File: config.mk
export PLATFORM = sky130hd
export DESIGN_NAME = pipe_hazard_ctrl
export DESIGN_NICKNAME = d
export VERILOG_FILES = /design/src/rtl/pipe_hazard_ctrl.sv
export SDC_FILE = /design/constraint.sdc
export NUM_CORES = 1
export LEC_CHECK = 0
export ABC_AREA = 1
export CORE_ASPECT_RATIO = 1.5
export CORE_MARGIN = 2
export CORE_UTILIZATION = 30
export DETAILED_ROUTE_END_ITERATION = 10
export SLEW_MARGIN = 15
export SYNTH_ARGS = -nofsm -noshare
export SYNTH_HDL_FRONTEND = slang
export SYNTH_SLANG_ARGS = --single-unit
File: constraint.sdc
create_clock -name clk -period 2.2 [get_ports clk]
set_clock_uncertainty 0.1 [all_clocks]
set_input_delay 0.55 -clock clk [delete_from_list [all_inputs] [get_ports clk]]
set_output_delay 0.55 -clock clk [all_outputs]
set_load 0.02 [all_outputs]
File: src/rtl/pipe_hazard_ctrl.sv
// Stall/flush sequencer for the 5-stage RV32 pipeline: resolves EX redirects,
// load-use hazards and memory wait states into PC and pipeline-register
// controls, and keeps saturating stall/flush counters for performance debug.
module pipe_hazard_ctrl #(
   parameter int XLEN       = 32,
   parameter int REG_ADDR_W = 5,
   parameter int CNT_W      = 16
) (
   input  logic                  clk,
   input  logic                  rst,
   input  logic                  redirect_ex,
   input  logic [XLEN-1:0]       redirect_pc,
   input  logic                  mem_read_ex,
   input  logic [REG_ADDR_W-1:0] rd_ex,
   input  logic [REG_ADDR_W-1:0] rs1_id,
   input  logic [REG_ADDR_W-1:0] rs2_id,
   input  logic                  rs1_used,
   input  logic                  rs2_used,
   input  logic                  imem_ready,
   input  logic                  dmem_busy,
   output logic                  pc_we,
   output logic                  pc_sel,
   output logic [XLEN-1:0]       pc_target,
   output logic                  if_id_we,
   output logic                  if_id_flush,
   output logic                  id_ex_we,
   output logic                  id_ex_flush,
   output logic                  ex_mem_we,
   output logic                  mem_wb_we,
   output logic [CNT_W-1:0]      stall_cnt,
   output logic [CNT_W-1:0]      flush_cnt
);

   typedef enum logic {
      RUN        = 1'b0,
      REDIR_WAIT = 1'b1
   } state_t;

   state_t           state, state_nxt;
   logic [XLEN-1:0]  pending, pending_nxt;
   logic             stall_inc, flush_inc;
   logic             lu;

   // Load-use hazard: ID reads a register the EX-stage load has not yet produced
   always_comb begin
      lu = mem_read_ex && (rd_ex != '0) &&
           ((rs1_used && (rs1_id == rd_ex)) || (rs2_used && (rs2_id == rd_ex)));
   end

   // Next-state and control decode; defaults describe a normally advancing pipe
   always_comb begin
      state_nxt   = state;
      pending_nxt = pending;
      stall_inc   = 1'b0;
      flush_inc   = 1'b0;
      pc_we       = 1'b1;
      pc_sel      = 1'b0;
      pc_target   = redirect_pc;
      if_id_we    = 1'b1;
      if_id_flush = 1'b0;
      id_ex_we    = 1'b1;
      id_ex_flush = 1'b0;
      ex_mem_we   = 1'b1;
      mem_wb_we   = 1'b1;

      if (rst) begin
         state_nxt   = RUN;
         pending_nxt = '0;
         pc_we       = 1'b0;
         pc_target   = '0;
         if_id_we    = 1'b0;
         if_id_flush = 1'b1;
         id_ex_we    = 1'b0;
         id_ex_flush = 1'b1;
         ex_mem_we   = 1'b0;
         mem_wb_we   = 1'b0;
      end else begin
         case (state)
            RUN: begin
               if (dmem_busy) begin
                  pc_we     = 1'b0;
                  if_id_we  = 1'b0;
                  id_ex_we  = 1'b0;
                  ex_mem_we = 1'b0;
                  mem_wb_we = 1'b0;
                  stall_inc = 1'b1;
               end else if (redirect_ex) begin
                  pc_sel      = 1'b1;
                  if_id_flush = 1'b1;
                  id_ex_flush = 1'b1;
                  flush_inc   = 1'b1;
                  if (!imem_ready) begin
                     pc_we       = 1'b0;
                     pending_nxt = redirect_pc;
                     stall_inc   = 1'b1;
                     state_nxt   = REDIR_WAIT;
                  end
               end else if (lu) begin
                  pc_we       = 1'b0;
                  if_id_we    = 1'b0;
                  id_ex_flush = 1'b1;
                  stall_inc   = 1'b1;
               end else if (!imem_ready) begin
                  pc_we       = 1'b0;
                  if_id_flush = 1'b1;
                  stall_inc   = 1'b1;
               end
            end
            REDIR_WAIT: begin
               pc_sel    = 1'b1;
               pc_target = pending;
               if (dmem_busy) begin
                  pc_we     = 1'b0;
                  if_id_we  = 1'b0;
                  id_ex_we  = 1'b0;
                  ex_mem_we = 1'b0;
                  mem_wb_we = 1'b0;
                  stall_inc = 1'b1;
               end else begin
                  if_id_flush = 1'b1;
                  id_ex_flush = 1'b1;
                  if (imem_ready) begin
                     state_nxt = RUN;
                  end else begin
                     pc_we     = 1'b0;
                     stall_inc = 1'b1;
                  end
               end
            end
            default: state_nxt = RUN;
         endcase
      end
   end

   // State, pending target and saturating counters
   always_ff @(posedge clk) begin
      if (rst) begin
         state     <= RUN;
         pending   <= '0;
         stall_cnt <= '0;
         flush_cnt <= '0;
      end else begin
         state   <= state_nxt;
         pending <= pending_nxt;
         if (stall_inc && (stall_cnt != '1)) stall_cnt <= stall_cnt + 1'b1;
         if (flush_inc && (flush_cnt != '1)) flush_cnt <= flush_cnt + 1'b1;
      end
   end

endmodule

======== After elaboration in Yosys (flattened, before gate mapping) ========
Index checks and enable logic that the tools add are counted.
storage, ports and cells
  flip-flop bits (word level) ............. 65
  bits of input ports ..................... 55
  output and inout bits ................... 72
operators by class
  add/sub/neg operators ................... 2
  equality and inequality tests ........... 4
  mux-type cells .......................... 42
  bitwise logic cells ..................... 3
  reductions and logical operators ........ 9
operators by type and width
  cell                     number
  $mux W32                 2
  $mux W1                  33
  $add A16 B1 Y16 const B  2
  $ne A16 B16 Y1 const B   2
  $pmux W1 S2              7
  $eq A5 B5 Y1             2
  $logic_and A1 B1 Y1      6
  $reduce_bool A5 Y1       1
  $reduce_and A4 Y1        1
  $not A1 Y1               3
  $logic_or A1 B1 Y1       1

======== Longest topological paths before layout ========
  depth after elaboration ................. 10
  mapped depth ............................ 12

======== Worst setup path after synthesis ========
Ideal clock, no wire load.
  kind .................................... input to output
  start point ............................. in rst
  end point ............................... out pc_target[0]
  arrival time ............................ 1.753 ns
  required time ........................... 1.550 ns
  path slack .............................. -0.203 ns
  stages on the path ...................... 6
  path buffers ............................ 3
  path through ............................ clkbuf_1 > inv_1 > clkbuf_1 > clkbuf_1 > o21ai_0 > nor2_1
between the ends
  word-level cells in the longest chain between the ends .. 1
ends and longest elaborated chain
  what             RTL line  RTL
  start, declared  10        input logic rst,
  $mux W32         66        if (rst) begin
  end, declared    23        output logic [XLEN-1:0] pc_target,
No other way between the ends.

======== Final worst setup path ========
  start point ............................. in rd_ex[2]
  end point ............................... out if_id_flush
between the ends
  word-level cells in the longest chain between the ends .. 9
ends and longest elaborated chain
  what                   RTL line  RTL
  start, declared        14        input logic [REG_ADDR_W-1:0] rd_ex,
  $eq A5 B5 Y1           47        ((rs1_used && (rs1_id == rd_ex)) || (rs2_used && (rs2_id == rd_ex)));
  $logic_and A1 B1 Y1    47
  $logic_or A1 B1 Y1     47
  $logic_and A1 B1 Y1 *  46        lu = mem_read_ex && (rd_ex != '0) &&
  $mux W1 *              98        end else if (lu) begin
  $mux W1 *              87        end else if (redirect_ex) begin
  $mux W1 *              80        if (dmem_busy) begin
  $pmux W1 S2 *          78        case (state)
  $mux W1 *              66
  end, declared          25        output logic if_id_flush,
Every way passes the cells marked *; elsewhere a longest branch is shown, timed or not.

==> metrics.yaml <==
status:
  status: "complete, but fails checks"
  violations: "setup timing"
logic_synthesis:
  synth_area_um2: 3710
  ys_warn_count: 0
  netlist_instances: 587
  ys_seq_area_frac: 0.350
  synth_nets: 644
  synth_cell_types: 31
  ys_seq_elements: 65
  synth.avg_cell_area_um2: 6.33
clocking:
  clk_latency_ps: 330
  cts_hold_buf: 0
  clk_pin_slew_ps: 50
  clk_path_buf_depth: 2
  h-tree-depth: 3
  cts.sinks: 65
  root_buffer: "clkbuf_16"
  cts-buffers-inserted: 9
  cts_tree: "built"
worst_setup_path:
  cp-start-kind: "input pin"
  cp.arrival_ps: 1580
  cp_top_family: "simple AND/OR/NAND/NOR gates"
  criticalPathCategory: "in -> out"
  worst-path-buf-inv: 3
  r2r-start: "stall_cnt[1]$_SDFFE_PP0P_"
  required_ps: 1550
  crit_fanout: 3
  cp-end-kind: "output port"
  cpPeakStageDelay_ps: 180
  reg2reg_setup_slack_ps: 230
  path_cells: "buf_2 -> inv_2 -> nand2_1 -> nand2_1 -> nor2_1 -> nand3_2 -> nand2_4 -> nand2_4 -> nand3_2 -> o211ai_1 -> buf_4"
  worstSetupStartpoint: "rd_ex[2]"
  slowest_stage: "buf_4"
global_routing:
  use_met3: 0.0355
  grt_pass1_wl_um: 19800
  overflow: 0
  grt_start_max_net_pins: 33
  track_usage: 0.185
  use_met2: 0.328
  antenna_found_initial: 1
  first_global_vias: 4279
  grtUsageMet1: 0.208
  grt_busiest_layer: "met2"
routing:
  vias: 4365
  dr.pass1.iters: 7
  drc: 0
  avgViaCountPerCell: 4.81
  post_drt_wl_per_cell_um: 13.4
  drt_iter0_markers: 140
  ant_nets: 0
  routed_wl_um: 12100
floorplanning:
  die-area_um2: 13300
  fp.dieH_um: 140
  core-area_um2: 12000
  start_util: 0.309
  ios: 127
  rows: 49
  die_x_um: 94.9
sta:
  rsz0062_at_grt: "true"
  maxSlewViolCount: 0
  relSlewSlack: 0.733
  setup-violations-final: 4
  fin_ws_ps: -34.1
  period_needed_ps: 2230
  finalHoldViolCount: 0
  max_freq_mhz: 448
  tightest_slew_ps: 396
  post-route-period-util: 1.02
min_path:
  min_from: "stall_cnt[8]$_SDFFE_PP0P_"
  hp-class: "reg -> reg"
placement:
  place_congestion: 0.939
  placed_area_um2: 5550
  placed_cells: 888
  io_buffers: 126
  hpwl_um: 8830
finish:
  design_area_um2: 5780
  area_delta_synth_final_pct: 55.6
  final_cell_count_no_fill: 908
  fin_nets: 806
  drive_gt1_frac: 0.267
pwr:
  finalPower_uw: 3320
  max-vdd-ir-drop_uv: 344
  powerDensity_nw_per_um2: 574
  power_leakage_uw: 0.00253
run:
  drv_cap: 0
[where the power goes]
| group | total [µW] | internal (µW) | leakage (µW) | switching (µW) |
|---|---|---|---|---|
| registers | 1240 | 1220 | 0.000528 | 24.2 |
| logic | 649 | 289 | 0.00186 | 360 |
| clock network | 1420 | 905 | 0.000144 | 519 |
| total | 3320 | 2410 | 0.00253 | 903 |
[state kept, by name (all words and copies together), names as in the netlist]
register,cells
pending,32
flush_cnt,16
stall_cnt,16
state,1
[synthesized netlist by cell type (all sizes together)]
| cell type | n | area share |
|---|---|---|
| a21oi | 28 | 0.048 |
| and2 | 1 | 0.0017 |
| buf | 9 | 0.016 |
| clkbuf | 20 | 0.020 |
| dfxtp | 65 | 0.35 |
| ha | 2 | 0.0067 |
| inv | 45 | 0.045 |
| nand2 | 97 | 0.10 |
| nand3 | 37 | 0.050 |
| nand3b | 1 | 0.0020 |
| nand4 | 6 | 0.010 |
| nor2 | 166 | 0.17 |
| nor3 | 12 | 0.022 |
| nor4 | 2 | 0.0034 |
| o211ai | 1 | 0.0020 |
| o21a | 1 | 0.0020 |
| o21ai | 74 | 0.10 |
| o221ai | 1 | 0.0024 |
| xnor2 | 9 | 0.021 |
| xor2 | 10 | 0.024 |
[placed cells by master, fill, tap and decap left out, drive strengths merged]
cell type | netlist | final
nor3 | 12 | 12
clkdlybuf4s50 | 0 | 64
o211ai | 1 | 1
nand2 | 97 | 97
a21oi | 28 | 28
buf | 9 | 106
diode | 0 | 1
nor4 | 2 | 2
nand3b | 1 | 1
clkdlybuf4s15 | 0 | 1
o21a | 1 | 1
nor2 | 166 | 166
dlygate4sd2 | 0 | 5
clkbuf | 20 | 17
and2 | 1 | 1
nand4 | 6 | 6
o221ai | 1 | 1
ha | 2 | 2
nand3 | 37 | 37
inv | 45 | 44
xor2 | 10 | 10
o21ai | 74 | 74
xnor2 | 9 | 9
clkinv | 0 | 3
bufinv | 0 | 1
dfxtp | 65 | 65
[tightest hold or removal path: cells and delay by family, from the launching register on]
family,cells,cell delay (ps)
compound gates,1,50
flops,1,330
simple gates,1,70
[routing by layer]
metal	share of wire	routed length, µm
met3	0.041	499
met4	0.031	379
met5	0	0
met2	0.53	6410
met1	0.40	4860
[cell type report]
cell class | count | area [µm²]
Antenna cell | 1 | 2.50
Multi-Input combinational cell | 448 | 2270
Timing Repair Buffer | 180 | 1550
Sequential cell | 65 | 1300
Clock inverter | 3 | 40.0
Fill cell | 1278 | 6240
Inverter | 45 | 174
Tap cell | 153 | 191
Clock buffer | 13 | 250
[repair_timing]
action | in CTS | in global routing
gates resized for setup | 253 | 28
setup buffers | 1 | 0
pin swaps | 24 | 10
cloned | 0 | 3
endpoints found under the setup margin | 56 | 24
[final timing paths]
check	endpoint	cells after the start
setup reg to reg	stall_cnt[4]$_SDFFE_PP0P_	9
hold reg to reg	stall_cnt[8]$_SDFFE_PP0P_	2
setup / recovery	if_id_flush	11
hold / removal	stall_cnt[8]$_SDFFE_PP0P_	2
[stage by stage]
step                worst slack (ps)   util  TNS [ps]  hold slack, ps
floorplan                       9.79      -         0             364
global placement               -1030  0.461    -39180             384
detailed placement             -1020  0.461    -41500             389
CTS                            -27.6  0.468     -38.3             401
global route                    -134  0.481      -489             428
finish                         -34.1  0.481     -86.9             400
[cell families after synthesis]
logic type                 share of synthesized area
and+or+nand+nor                                0.360
AOI/OAI and AO/OA                              0.156
buffers and inverters                         0.0818
DFF                                            0.350
xor gates and xnor gates                      0.0448
adders and majority gates                    0.00674
Note: power is estimated with default switching activity, not from simulation.
